==> config.mk <==
export PLATFORM = sky130hd
export DESIGN_NAME = multicycle_controller
export DESIGN_NICKNAME = d
export VERILOG_FILES = /design/src/rtl/multicycle_controller.sv
export SDC_FILE = /design/constraint.sdc
export NUM_CORES = 1
export LEC_CHECK = 0
export ABC_CLOCK_PERIOD_IN_PS = 1600
export BUFFER_PORTS_ARGS = -buffer_cell sky130_fd_sc_hd__buf_2
export CAP_MARGIN = 0
export CORE_ASPECT_RATIO = 1.25
export CORE_MARGIN = 4
export CORE_UTILIZATION = 37
export DETAILED_ROUTE_END_ITERATION = 10
export PLACE_DENSITY = 0.75
export SKIP_CTS_REPAIR_TIMING = 1
export SLEW_MARGIN = 20
export SYNTH_ARGS = -nofsm -noshare
export SYNTH_HDL_FRONTEND = slang
export SYNTH_SLANG_ARGS = --single-unit
export TNS_END_PERCENT = 5
==> constraint.sdc <==
create_clock -name clk -period 1.6 [get_ports clk]
set_input_delay 0.08 -clock clk [delete_from_list [all_inputs] [get_ports clk]]
set_output_delay 0.08 -clock clk [all_outputs]
set_load 0.005 [all_outputs]
==> src/rtl/multicycle_controller.sv <==
// Control unit for the multicycle ARM datapath: main sequencing FSM, ALU
// decode, NZCV flag storage and conditional gating of architectural writes.
//
// state     | meaning
// ----------+----------------------------------------------------------
// FETCH     | read instruction at PC, load IR, PC <= PC + 4
// DECODE    | read register file, precompute PC + 8
// MEMADR    | compute load/store address (base + immediate)
// MEMREAD   | read data memory at computed address
// MEMWB     | write loaded word into the register file
// MEMWRITE  | write register data to memory
// EXECUTER  | data-processing op with register operand B
// EXECUTEI  | data-processing op with immediate operand B
// ALUWB     | write ALU result into the register file
// BRANCH    | PC <= PC + 8 + offset
module multicycle_controller (
   input  logic        clk,
   input  logic        reset,
   input  logic [31:0] Instr,
   input  logic [3:0]  ALUFlags,
   output logic        PCWrite,
   output logic        MemWrite,
   output logic        RegWrite,
   output logic        IRWrite,
   output logic        AdrSrc,
   output logic [1:0]  RegSrc,
   output logic        ALUSrcA,
   output logic [1:0]  ALUSrcB,
   output logic [1:0]  ResultSrc,
   output logic [1:0]  ImmSrc,
   output logic [1:0]  ALUControl
);

   typedef enum logic [3:0] {
      S_FETCH    = 4'd0,
      S_DECODE   = 4'd1,
      S_MEMADR   = 4'd2,
      S_MEMREAD  = 4'd3,
      S_MEMWB    = 4'd4,
      S_MEMWRITE = 4'd5,
      S_EXECUTER = 4'd6,
      S_EXECUTEI = 4'd7,
      S_ALUWB    = 4'd8,
      S_BRANCH   = 4'd9
   } state_t;

   state_t     state_q, state_d;

   logic [3:0] cond;
   logic [1:0] op;
   logic       i_bit;
   logic       s_bit;
   logic [3:0] cmd;
   logic       rd_is_pc;

   logic       next_pc, branch, reg_w, mem_w, alu_op;
   logic [1:0] flag_w;
   logic       pcs, cond_ex;
   logic       n_q, z_q, c_q, v_q;

   // Operand fields the controller never looks at.
   logic       unused_instr_bits;

   assign cond     = Instr[31:28];
   assign op       = Instr[27:26];
   assign i_bit    = Instr[25];
   assign cmd      = Instr[24:21];
   assign s_bit    = Instr[20];
   assign rd_is_pc = (Instr[15:12] == 4'b1111);
   assign unused_instr_bits = ^{Instr[19:16], Instr[11:0]};

   // State register with synchronous reset.
   always_ff @(posedge clk) begin
      if (reset) state_q <= S_FETCH;
      else       state_q <= state_d;
   end

   // Next-state and per-state datapath controls.
   always_comb begin
      state_d   = S_FETCH;
      next_pc   = 1'b0;
      branch    = 1'b0;
      reg_w     = 1'b0;
      mem_w     = 1'b0;
      alu_op    = 1'b0;
      IRWrite   = 1'b0;
      AdrSrc    = 1'b0;
      ALUSrcA   = 1'b0;
      ALUSrcB   = 2'b00;
      ResultSrc = 2'b00;
      case (state_q)
         S_FETCH: begin
            state_d   = S_DECODE;
            ALUSrcA   = 1'b1;
            ALUSrcB   = 2'b10;
            ResultSrc = 2'b10;
            IRWrite   = 1'b1;
            next_pc   = 1'b1;
         end
         S_DECODE: begin
            ALUSrcA   = 1'b1;
            ALUSrcB   = 2'b10;
            ResultSrc = 2'b10;
            case (op)
               2'b00:   state_d = i_bit ? S_EXECUTEI : S_EXECUTER;
               2'b01:   state_d = S_MEMADR;
               2'b10:   state_d = S_BRANCH;
               default: state_d = S_FETCH;
            endcase
         end
         S_MEMADR: begin
            state_d = s_bit ? S_MEMREAD : S_MEMWRITE;
            ALUSrcB = 2'b01;
         end
         S_MEMREAD: begin
            state_d = S_MEMWB;
            AdrSrc  = 1'b1;
         end
         S_MEMWB: begin
            ResultSrc = 2'b01;
            reg_w     = 1'b1;
         end
         S_MEMWRITE: begin
            AdrSrc = 1'b1;
            mem_w  = 1'b1;
         end
         S_EXECUTER: begin
            state_d = S_ALUWB;
            alu_op  = 1'b1;
         end
         S_EXECUTEI: begin
            state_d = S_ALUWB;
            ALUSrcB = 2'b01;
            alu_op  = 1'b1;
         end
         S_ALUWB: begin
            reg_w = 1'b1;
         end
         S_BRANCH: begin
            ALUSrcB   = 2'b01;
            ResultSrc = 2'b10;
            branch    = 1'b1;
         end
         default: state_d = S_FETCH;
      endcase
   end

   // ALU operation select and flag-write enables for data-processing ops.
   always_comb begin
      ALUControl = 2'b00;
      flag_w     = 2'b00;
      if (alu_op) begin
         case (cmd)
            4'b0100: ALUControl = 2'b00;
            4'b0010: ALUControl = 2'b01;
            4'b0000: ALUControl = 2'b10;
            4'b1100: ALUControl = 2'b11;
            default: ALUControl = 2'b00;
         endcase
         flag_w[1] = s_bit;
         flag_w[0] = s_bit & ((cmd == 4'b0100) | (cmd == 4'b0010));
      end
   end

   // Condition check against the stored flags.
   always_comb begin
      cond_ex = 1'b0;
      case (cond)
         4'b0000: cond_ex = z_q;
         4'b0001: cond_ex = ~z_q;
         4'b0010: cond_ex = c_q;
         4'b0011: cond_ex = ~c_q;
         4'b0100: cond_ex = n_q;
         4'b0101: cond_ex = ~n_q;
         4'b0110: cond_ex = v_q;
         4'b0111: cond_ex = ~v_q;
         4'b1000: cond_ex = c_q & ~z_q;
         4'b1001: cond_ex = ~c_q | z_q;
         4'b1010: cond_ex = (n_q == v_q);
         4'b1011: cond_ex = (n_q != v_q);
         4'b1100: cond_ex = ~z_q & (n_q == v_q);
         4'b1101: cond_ex = z_q | (n_q != v_q);
         4'b1110: cond_ex = 1'b1;
         default: cond_ex = 1'b0;
      endcase
   end

   // NZCV register; N/Z and C/V have independent write enables.
   always_ff @(posedge clk) begin
      if (reset) begin
         n_q <= 1'b0;
         z_q <= 1'b0;
         c_q <= 1'b0;
         v_q <= 1'b0;
      end else begin
         if (flag_w[1] & cond_ex) begin
            n_q <= ALUFlags[3];
            z_q <= ALUFlags[2];
         end
         if (flag_w[0] & cond_ex) begin
            c_q <= ALUFlags[1];
            v_q <= ALUFlags[0];
         end
      end
   end

   // PC increment during fetch is unconditional; everything else is gated.
   assign pcs      = (rd_is_pc & reg_w) | branch;
   assign PCWrite  = (pcs & cond_ex) | next_pc;
   assign RegWrite = reg_w & cond_ex;
   assign MemWrite = mem_w & cond_ex;

   assign ImmSrc    = op;
   assign RegSrc[0] = (op == 2'b10);
   assign RegSrc[1] = (op == 2'b01);

endmodule

==> results of run 1 <==
[worst paths after layout]
path                             startpoint      end  depth (start not counted)
worst max-delay path                    c_q  PCWrite                          6
worst min register to register          v_q      v_q                          2
worst max register to register   state_q[3]      c_q                          5
worst min-delay path            ALUFlags[0]      v_q                          3
[sequential cells by signal, indices dropped and copies added (netlist names)]
name     cells
n_q          1
v_q          1
z_q          1
c_q          1
state_q      4
[cell type report]
cell class	count	area, um2
Clock buffer	3	22.5
Fill cell	190	920
Inverter	2	7.51
Multi-Input combinational cell	85	637
Sequential cell	8	165
Tap cell	30	37.5
Timing Repair Buffer	47	260
[worst max-delay path, delay by kind of cell, from the launching register on]
kind / cells / cell delay (ps)
flip-flops: 1 / 330
XOR/XNOR: 1 / 150
AND/OR/NAND/NOR: 2 / 540
AO/OA/AOI/OAI: 2 / 360
buffers and inverters: 1 / 120
[placed cells by master (no fill, tap or decap), drive strengths merged, types with 2 or more instances in the layout]
cell type,synthesis,final
a21oi,3,3
nor2b,4,4
nand2b,11,11
dfxtp,8,8
o21ai,2,2
nor3,7,7
or3,2,2
nand3b,2,2
xor2,3,3
buf,4,47
xnor2,4,4
nand2,8,8
mux2i,6,6
nand3,2,2
clkbuf,6,3
nor2,9,9
inv,2,2
nor4,5,5
[stage by stage]
stage / setup WS (ps) / hold WS [ps]
after floorplan: -124 / 153
after global placement: -115 / 342
after detailed placement: -170 / 352
after CTS: -379 / 87.7
after global routing: -357 / 83.7
final: -236 / 86.2
[where the power goes]
part | leakage (nW) | internal (mW) | switching (mW) | total (mW)
Clock | 0.0138 | 0.0854 | 0.0625 | 0.148
Sequential | 0.0670 | 0.206 | 0.0124 | 0.219
Combinational | 0.408 | 0.107 | 0.0999 | 0.207
[routing by layer]
metal | vias up | global-route usage (%)
li1 | 450 | -
met1 | 412 | 15.7
met2 | 38 | 25.0
met3 | 4 | 5.16
met4 | 0 | 4.74
met5 | - | 0
[cells by family after synthesis]
logic type | share of synthesized area (%)
flip-flops | 19.5
AO/OA/AOI/OAI | 14.8
multiplexers | 8.68
buffers and inverters | 6.54
XOR/XNOR | 7.46
AND/OR/NAND/NOR | 43.1
==> impl_metrics.env, run 1 <==
export IMPL_status="finished, violations left"
export IMPL_violations="setup timing"
export IMPL_cts_tree="yes"
export IMPL_min_period_over_period_pct=115
export IMPL_drv_cap=0
export IMPL_wl_met1_um=830
export IMPL_nets=185
export IMPL_cts_root_buf="clkbuf_4"
export IMPL_path_cells="xor2_1 -> a32o_2 -> nor4_4 -> and3_4 -> o21bai_1 -> buf_2"
export IMPL_syn_area_per_cell_um2=7.83
export IMPL_finalHoldViolCount=0
export IMPL_die_y_um=60.7
export IMPL_routedWlPerCell_um=11.7
export IMPL_antenna_cells=0
export IMPL_cts_buffers=3
export IMPL_core_um2=2050
export IMPL_synth_top_area_share_pct=19.5
export IMPL_netlist_area_um2=822
export IMPL_reg2reg_slack_ps=-170
export IMPL_synthFlopType="dfxtp_1"
export IMPL_cts_sinks=8
export IMPL_cp_required_ps=1520
export IMPL_ys_seq_area_share_pct=19.5
export IMPL_worstPathArrival_ps=1760
export IMPL_setup_ws_ps=-236
export IMPL_cts_buffer_depth=2
export IMPL_route_detailed_drc=0
export IMPL_crit_type="reg2out"
export IMPL_dp_hpwl_um=1700
export IMPL_skew_ps=4.20
export IMPL_grt_pass1_vias=806
export IMPL_antenna_found_initial=0
export IMPL_gp_congestion=0.775
export IMPL_top_layer_used="met4"
export IMPL_setup_viol=7
export IMPL_synth_top_area_cell="dfxtp_1"
export IMPL_fmax_ghz=0.545
export IMPL_dieArea_um2=3040
export IMPL_crit_fanout=3
export IMPL_max_vdd_ir_drop_mv=0.594
export IMPL_endpoint_kind="primary output"
export IMPL_slowest_stage="dfxtp_2"
export IMPL_max_slew_margin_rel_pct=71.2
export IMPL_final_cell_area_um2=1130
export IMPL_die_w_um=50.2
export IMPL_yosys_warnings=0
export IMPL_synth_most_common_cell="nand2b_1"
export IMPL_drt_iter0_drc=10
export IMPL_drive_above_1_share_pct=46.2
export IMPL_tns_ps=-1140
export IMPL_totalWireLength_um=2040
export IMPL_placed_cell_area_um2=1070
export IMPL_synth_seq_cells=8
export IMPL_portBuffers=37
export IMPL_ys_types=40
export IMPL_dp_cells=172
export IMPL_area_delta_synth_final_pct=37.4
export IMPL_p_leak_nw=0.488
export IMPL_synth_area_top_cells="dfxtp_1, nand2b_1, mux2i_1"
export IMPL_num_rows=18
export IMPL_wl_met3_um=191
export IMPL_synthCells=105
export IMPL_synth_common_cells="nand2b_1, nor2_1, dfxtp_1, nand2_1"
export IMPL_rsz0062_at_grt="yes"
export IMPL_grt_ovfl_total=0
export IMPL_htreeDepth=1
export IMPL_cp_start_kind="flop"
export IMPL_grt_pass1_wl_um=3350
export IMPL_cp_slowest_stage_delay_ps=330
export IMPL_io_pins=54
export IMPL_grt_max_degree=15
export IMPL_grt_usage_pct=14.1
export IMPL_syn_nets=143
export IMPL_total_power_mw=0.574
export IMPL_slew_viol_final=0
export IMPL_utilization_pct=55.1
export IMPL_via_per_inst=5.17
export IMPL_initial_utilization_pct=40.1
export IMPL_synth_edf_count=0
export IMPL_worstHoldPathType="in2reg"
export IMPL_detail_route_antenna_nets=0
export IMPL_cts_reportedPaths_clkPinSlew_ps=50
export IMPL_wl_met2_um=991
export IMPL_firstDrtPassIters=4
export IMPL_fin_cells=175
export IMPL_async_reset_ff_share_pct=0
export IMPL_vias=904
export IMPL_worst_slew_pin_slew_ps=431
export IMPL_insertion_delay_ps=250
export IMPL_period_needed_ps=1840
export IMPL_pwr_density_cell_nw_per_um2=508
(Power assumes the default switching activity.)
==> inputs of run 2 (changes only) <==
--- a/config.mk
+++ b/config.mk
@@ -12,7 +12,7 @@
 export CORE_MARGIN = 4
 export CORE_UTILIZATION = 37
 export DETAILED_ROUTE_END_ITERATION = 10
-export PLACE_DENSITY = 0.75
+export PLACE_DENSITY_LB_ADDON = 0.1
 export SKIP_CTS_REPAIR_TIMING = 1
 export SLEW_MARGIN = 20
 export SYNTH_ARGS = -nofsm -noshare
==> impl_metrics.env, run 2 (same netlist as run 1, synthesis figures left out) <==
export IMPL_nets=188
export IMPL_setup_viol=7
export IMPL_pwr_density_cell_nw_per_um2=492
export IMPL_max_slew_margin_rel_pct=69.7
export IMPL_min_period_over_period_pct=111
export IMPL_worstPathArrival_ps=1690
export IMPL_slew_viol_final=0
export IMPL_status="finished, violations left"
export IMPL_finalHoldViolCount=0
export IMPL_die_y_um=60.7
export IMPL_slowest_stage="dfxtp_2"
export IMPL_max_vdd_ir_drop_mv=0.384
export IMPL_crit_type="reg2out"
export IMPL_initial_utilization_pct=40.1
export IMPL_cts_buffer_depth=2
export IMPL_layout_commonest_cell="buf_2"
export IMPL_cp_required_ps=1520
export IMPL_detail_route_antenna_nets=0
export IMPL_largest_reg_flops=4
export IMPL_period_needed_ps=1770
export IMPL_vias=871
export IMPL_p_leak_nw=0.514
export IMPL_worstHoldPathType="in2reg"
export IMPL_cts_tree="yes"
export IMPL_routedWlPerCell_um=12.1
export IMPL_antenna_found_initial=0
export IMPL_drt_iter0_drc=7
export IMPL_layout_common_cells="buf_2, buf_4, nand2b_1, nor2_1, nand2_1"
export IMPL_route_detailed_drc=0
export IMPL_totalWireLength_um=2150
export IMPL_fmax_ghz=0.565
export IMPL_grt_usage_pct=14.4
export IMPL_drive_above_1_share_pct=50.0
export IMPL_grt_ovfl_total=0
export IMPL_cp_slowest_stage_delay_ps=330
export IMPL_setup_ws_ps=-170
export IMPL_dp_hpwl_um=1690
export IMPL_num_rows=18
export IMPL_htreeDepth=1
export IMPL_top_register="state_q"
export IMPL_grt_pass1_wl_um=3440
export IMPL_die_w_um=50.2
export IMPL_skew_ps=4.71
export IMPL_rsz0062_at_grt="yes"
export IMPL_via_per_inst=4.89
export IMPL_core_um2=2050
export IMPL_cts_root_buf="clkbuf_4"
export IMPL_cts_buffers=3
export IMPL_firstDrtPassIters=7
export IMPL_antenna_cells=0
export IMPL_path_cells="xor2_1 -> a32o_2 -> nor4_4 -> and3_4 -> nor4_2 -> buf_2"
export IMPL_worst_slew_pin_slew_ps=454
export IMPL_violations="setup timing"
export IMPL_dieArea_um2=3040
export IMPL_drv_cap=0
export IMPL_io_pins=54
export IMPL_gp_congestion=0.752
export IMPL_cp_start_kind="flop"
export IMPL_cts_reportedPaths_clkPinSlew_ps=50
export IMPL_insertion_delay_ps=250
export IMPL_endpoint_kind="primary output"
export IMPL_utilization_pct=58.6
export IMPL_total_power_mw=0.590
export IMPL_grt_max_degree=15
export IMPL_cts_sinks=8
export IMPL_grt_pass1_vias=807
export IMPL_area_delta_synth_final_pct=46.1
export IMPL_portBuffers=37
export IMPL_crit_fanout=3
## run 2: final cells by class
cell class                      instances  area (um2)
Inverter                                2        7.51
Tap cell                               30        37.5
Timing Repair Buffer                   50         283
Fill cell                             191         848
Sequential cell                         8         168
Multi-Input combinational cell         85         683
Clock buffer                            3        22.5
## run 2: per-layer routing
| layer | up-vias | part of all wire [%] | GRT usage [%] |
|---|---|---|---|
| li1 | 456 | - | - |
| met5 | - | 0 | 0 |
| met1 | 396 | 41 | 15.9 |
| met4 | 0 | 0 | 3.56 |
| met3 | 0 | 4.7 | 2.70 |
| met2 | 19 | 55 | 28.2 |
## run 2: worst paths after layout
kind | depth (start not counted) | slack [ps] | startpoint | end
min | 3 | 90 | ALUFlags[0] | v_q
max reg2reg | 5 | -160 | state_q[3] | c_q
min reg2reg | 2 | 500 | c_q | c_q
max | 6 | -170 | c_q | RegWrite
## run 2: worst max-delay path: cells and delay by family, from the launching register on
kind,cells,cell delay [ps]
xor+xnor,1,150
compound gates,1,290
simple gates,3,530
flops,1,330
buf+inv,1,140
## run 2: stage by stage
stage	instances	cell area (um2)	hold WS, ps	setup slack, ps	setup TNS, ps
CTS	174	1090	92.2	-363	-1390
global route	178	1200	96.2	-257	-1470
floorplan	105	822	153	-124	-248
detailed placement	171	1070	351	-154	-474
global placement	171	1070	348	-119	-381
finish	178	1200	89.8	-170	-880
## run 2: power breakdown
| group | switching (mW) | total (mW) | internal, mW |
|---|---|---|---|
| clock | 0.0645 | 0.150 | 0.0856 |
| sequential | 0.0129 | 0.217 | 0.204 |
| combinational | 0.107 | 0.223 | 0.116 |
